==> src/rtl/rgb_pkg.sv <==
// Shared palette, widths and FSM encoding for the RGB colour blocks.
// Palette contents match the colour converter's init data.
package rgb_pkg;

    localparam int CODE_W = 3;
    localparam int RGB_W  = 24;
    localparam int DIST_W = 10;

    localparam logic [1:0] ST_IDLE  = 2'd0;
    localparam logic [1:0] ST_SCAN  = 2'd1;
    localparam logic [1:0] ST_FLUSH = 2'd2;

    // Element k of the packed array is the RGB value of code k.
    localparam logic [7:0][RGB_W-1:0] PALETTE = {
        24'hFFFFFF, 24'hFFFF00, 24'hFF00FF, 24'hFF0000,
        24'h00FFFF, 24'h00FF00, 24'h0000FF, 24'h000000
    };

    function automatic logic [7:0] abs_diff(
        input logic [7:0] a,
        input logic [7:0] b
    );
        return (a > b) ? (a - b) : (b - a);
    endfunction

    function automatic logic [DIST_W-1:0] l1_dist(
        input logic [RGB_W-1:0] a,
        input logic [RGB_W-1:0] b
    );
        logic [7:0] dr;
        logic [7:0] dg;
        logic [7:0] db;
        dr = abs_diff(a[23:16], b[23:16]);
        dg = abs_diff(a[15:8], b[15:8]);
        db = abs_diff(a[7:0], b[7:0]);
        return {2'b00, dr} + {2'b00, dg} + {2'b00, db};
    endfunction

endpackage

==> src/rtl/palette_rom.sv <==
// 8-entry palette ROM with a one-cycle registered read.
// Output register clears on reset, matching the converter's BRAM timing.
module palette_rom
    import rgb_pkg::*;
(
    input  logic              clk,
    input  logic              rst_n,
    input  logic [CODE_W-1:0] addr,
    output logic [RGB_W-1:0]  data
);

    always_ff @(posedge clk or negedge rst_n) begin
        if (!rst_n) begin
            data <= '0;
        end else begin
            data <= PALETTE[addr];
        end
    end

endmodule

==> src/rtl/rgb_quantiser.sv <==
// Maps a 24-bit RGB value to the nearest palette code by sequential L1 scan.
// Define RGB_QUANT_EARLY_EXIT_EN to abort the scan on an exact match.
module rgb_quantiser
    import rgb_pkg::*;
(
    input  logic              clk,
    input  logic              rst_n,
    input  logic              start,
    input  logic [RGB_W-1:0]  rgb_in,
    output logic              busy,
    output logic              done,
    output logic [CODE_W-1:0] colour,
    output logic [DIST_W-1:0] distance
);

    logic [1:0]        state;
    logic [CODE_W-1:0] addr;
    logic [CODE_W-1:0] rd_addr;
    logic              rd_valid;
    logic [RGB_W-1:0]  pix;
    logic [RGB_W-1:0]  rom_data;
    logic [DIST_W-1:0] best_dist;
    logic [CODE_W-1:0] best_code;

    logic [DIST_W-1:0] cur_dist;
    logic [DIST_W-1:0] nxt_dist;
    logic [CODE_W-1:0] nxt_code;
    logic              take;
    logic              hit;
    logic              finish;
    logic              accept;

    palette_rom u_rom (
        .clk   (clk),
        .rst_n (rst_n),
        .addr  (addr),
        .data  (rom_data)
    );

    always_comb begin
        cur_dist = l1_dist(pix, rom_data);
        take     = rd_valid && (cur_dist < best_dist);
        nxt_dist = take ? cur_dist : best_dist;
        nxt_code = take ? rd_addr : best_code;
`ifdef RGB_QUANT_EARLY_EXIT_EN
        hit      = rd_valid && (cur_dist == '0);
`else
        hit      = 1'b0;
`endif
        finish   = (state == ST_FLUSH) || hit;
        // The finishing cycle may also accept the next request.
        accept   = start && ((state == ST_IDLE) || finish);
    end

    // A chained request is hidden during the result cycle.
    assign busy = (state != ST_IDLE) && !done;

    always_ff @(posedge clk or negedge rst_n) begin
        if (!rst_n) begin
            state     <= ST_IDLE;
            addr      <= '0;
            rd_addr   <= '0;
            rd_valid  <= 1'b0;
            pix       <= '0;
            best_dist <= '1;
            best_code <= '0;
            done      <= 1'b0;
            colour    <= '0;
            distance  <= '0;
        end else begin
            rd_valid <= (state == ST_SCAN) && !finish;
            rd_addr  <= addr;
            done     <= finish;
            if (rd_valid) begin
                best_dist <= nxt_dist;
                best_code <= nxt_code;
            end
            if (finish) begin
                colour   <= nxt_code;
                distance <= nxt_dist;
            end
            if (accept) begin
                state     <= ST_SCAN;
                addr      <= '0;
                pix       <= rgb_in;
                best_dist <= '1;
                best_code <= '0;
            end else if (finish) begin
                state <= ST_IDLE;
            end else if (state == ST_SCAN) begin
                addr <= addr + 3'd1;
                if (addr == 3'd7) begin
                    state <= ST_FLUSH;
                end
            end
        end
    end

endmodule

==> config.mk <==
export PLATFORM = sky130hd
export DESIGN_NAME = rgb_quantiser
export DESIGN_NICKNAME = d
export VERILOG_FILES = /design/src/rtl/rgb_pkg.sv /design/src/rtl/palette_rom.sv /design/src/rtl/rgb_quantiser.sv
export SDC_FILE = /design/constraint.sdc
export NUM_CORES = 1
export LEC_CHECK = 0
export ABC_AREA = 1
export CAP_MARGIN = 20
export CORE_MARGIN = 8
export CORE_UTILIZATION = 44
export DETAILED_ROUTE_END_ITERATION = 16
export PLACE_DENSITY = 0.7
export SYNTH_ARGS = -nofsm -noshare
export SYNTH_HDL_FRONTEND = slang
export SYNTH_SLANG_ARGS = --single-unit
==> constraint.sdc <==
create_clock -name clk -period 7.7 [get_ports clk]
set_input_delay 1.54 -clock clk [delete_from_list [all_inputs] [get_ports clk]]
set_output_delay 1.54 -clock clk [all_outputs]
set_load 0.03 [all_outputs]
==> run_results.csv <==
group,metric,value,unit
cts,cts_resized,0,
logic_synthesis,synthTopCellsByArea,"dfrtp_1, nand2_1, ha_1",
timing,slew_headroom,48.2,%
flow_run,maxCapViolations,0,
die,initial_core_util,44.4,%
placed_design,io_buffers,41,
timing,layout_min_cycle_time,5.35,ns
die,core-area,0.0124,mm2
grt,grt_pass1_vias,4587,
logic_synthesis,synthCells,787,
drt,wire_per_inst,12.5,um
grt,grt_pass1_wl,21.3,mm
hold_path,hp-start,"addr[0]",
logic_synthesis,synth_seq_area_share,27.5,%
logic_synthesis,synth-seq-cells,60,
cts,clock_latency,0.34,ns
grt,grt_max_degree,61,
logic_synthesis,yosysWarnings,0,
setup_path,arrival,5.57,ns
logic_synthesis,yosysTopAreaCell,"dfrtp_1",
timing,skew,0.0105,ns
timing,min_period_over_period,69.5,%
hold_path,min_path_type,"register to register",
cts,cts_hold_buf,0,
logic_synthesis,netlist_top_cells_count,"nand2_1, inv_1, ha_1, dfrtp_1, nand3_1",
finish,nNetsFinal,928,
drt,drc,0,
finish,drive_gt1_share,6.53,%
timing,holdWs,0.442,ns
drt,viasPerCell,4.77,
cts,clock_sinks,60,
setup_path,cp_max_fo,13,
setup_path,r2r-end,"distance[5]",
drt,wl,12.5,mm
die,fp-row-count,41,
setup_path,crit_path_end,"distance[5]",
grt,grt_overflow_total,0,
timing,rsz0062_at_grt,"false",
die,die_area,0.0164,mm2
cts,postCtsSetupBuffers,0,
cts,cts_root_buffer,"clkbuf_16",
setup_path,crit_required,7.92,ns
cts,clockBufferDepth,2,
finish,antennaDiodeCount,0,
setup_path,end_kind,"register",
setup_path,start_kind,"register",
die,die_x,128,um
timing,max_slew.worst_pin.slew,0.777,ns
drt,dr.pass1.iters,6,
die,die_h,128,um
logic_synthesis,synth_ff_type,"dfrtp_1",
finish,syn_to_final_growth,15.4,%
timing,finalSetupViolCount,0,
setup_path,crit_start,"u_rom.data[22]",
logic_synthesis,syn_area,0.00551,mm2
die,io-pin-count,42,
placed_design,globalplace.congestion,0.931,
setup_path,rrSetupSlack,2.35,ns
drt,drt-initial-drc-count,265,
drt,vias,4762,
drt,drtAntennaViolNets,0,
logic_synthesis,synth_nets,892,
timing,finalHoldViolCount,0,
grt,antenna_found_initial,0,
logic_synthesis,ys_types,34,
cts,cts_tree,"built",
setup_path,critPathKind,"register to register",
setup_path,ff2ff_path_depth,25,
timing,fmax,187,MHz
logic_synthesis,synth.most_common_cell,"nand2_1",
cts,htree_levels,3,
placed_design,dp_hpwl,9.67,mm
cts,path_clk_slew,0.05,ns
outcome,outcome,"finished clean",
logic_synthesis,synth_edf_count,0,
logic_synthesis,async_flop_share,100,%
logic_synthesis,synth.top_cell.area_share,22.7,%
timing,setup_tns,0,ns
cts,numCtsBuffers,9,
setup_path,rr_startpoint,"u_rom.data[22]",
grt,track_usage,16.1,%
logic_synthesis,avgSynthCellArea,7.00,um2
timing,drv_slew,0,
-- cells in the final DEF (no fill, tap or decap), drive strengths merged --
| cell type | Yosys | layout |
|---|---|---|
| a22o | 2 | 2 |
| clkinv | 1 | 2 |
| nand4 | 10 | 10 |
| o21a | 7 | 7 |
| fa | 15 | 15 |
| nand2 | 304 | 304 |
| or2 | 5 | 5 |
| nand3b | 1 | 1 |
| dfstp | 10 | 10 |
| dfrtp | 50 | 50 |
| xnor2 | 3 | 3 |
| bufinv | 0 | 2 |
| nor2 | 33 | 33 |
| o21ai | 30 | 30 |
| clkinvlp | 0 | 1 |
| inv | 131 | 131 |
| a21oi | 32 | 32 |
| buf | 13 | 4 |
| nand3 | 45 | 45 |
| clkbuf | 6 | 11 |
| xor2 | 20 | 20 |
| clkdlybuf4s50 | 0 | 40 |
| ha | 63 | 63 |
| o21bai | 6 | 6 |
-- final cells by class --
class | count | area (um2)
multi-input cells | 576 | 3370
fillers | 1262 | 6050
repair buffers | 44 | 428
clock inverters | 4 | 72.6
inverters | 132 | 504
well taps | 172 | 215
clock buffers | 11 | 253
flip-flops and latches | 60 | 1510
-- critical path, cell delays in order, from the launching register on --
cell	delay, ns
dfrtp_1	0.54
inv_1	0.31
ha_1	0.52
nand2_1	0.14
nor2_1	0.17
nand4_1	0.15
nand2_4	0.15
inv_4	0.06
nand2_1	0.05
nand2_1	0.09
fa_1	0.48
ha_1	0.24
fa_1	0.43
nand2_1	0.09
nand3_1	0.09
xnor2_1	0.21
inv_1	0.08
ha_1	0.30
a21oi_1	0.16
nand2_1	0.07
nand2_1	0.07
nand2_1	0.06
nor2_2	0.46
nand2_1	0.15
nand3_1	0.11
nand2_1	0.06
-- state kept, by name, indices dropped and copies added (netlist names) --
register,count
done,1
best_dist,10
pix,24
u_rom.data,3
best_code,3
distance,10
rd_valid,1
state,2
colour,3
addr,3
-- metrics by stage --
stage                     utilization (%)  area, um2  setup slack [ns]  cells
final                                51.2       6360              2.35    999
after floorplan                         -       5510              3.20    787
after CTS                            51.2       6360              2.30    999
after global routing                 51.2       6360              1.89    999
after detailed placement             48.6       6030              2.39    984
after global placement               48.6       6030              2.41    984
-- how the worst min path moves through the flow --
stage                endpoint  slack, ns  cells past startpoint
6_report        u_rom.data[7]       0.44                      0
5_1_grt         u_rom.data[7]       0.45                      0
4_1_cts         u_rom.data[7]       0.44                      0
3_5_place_dp    u_rom.data[7]       0.43                      0
3_3_place_gp    u_rom.data[7]       0.44                      0
2_1_floorplan  u_rom.data[15]       0.38                      0
-- metal layers --
layer / global-route usage [%] / up-vias / part of all wire (%)
met5: 0 / - / 0
met4: 6.01 / 0 / 2.0
met3: 2.83 / 14 / 3.5
met2: 27.0 / 85 / 48
met1: 20.3 / 2161 / 47
li1: - / 2502 / -
-- logic make-up (layout without fill, tap and decap cells) --
family,after synthesis,in the layout,synth area share (%)
AND/OR/NAND/NOR,398,398,29.8
XOR/XNOR,23,23,3.66
flip-flops,60,60,27.5
AO/OA/AOI/OAI,77,77,7.99
adder cells (fa/ha/maj),78,78,19.8
buffers and inverters,151,191,11.3
Power is not shown: default switching activity piles up to over one toggle a cycle in this logic, so the estimate is an artifact.
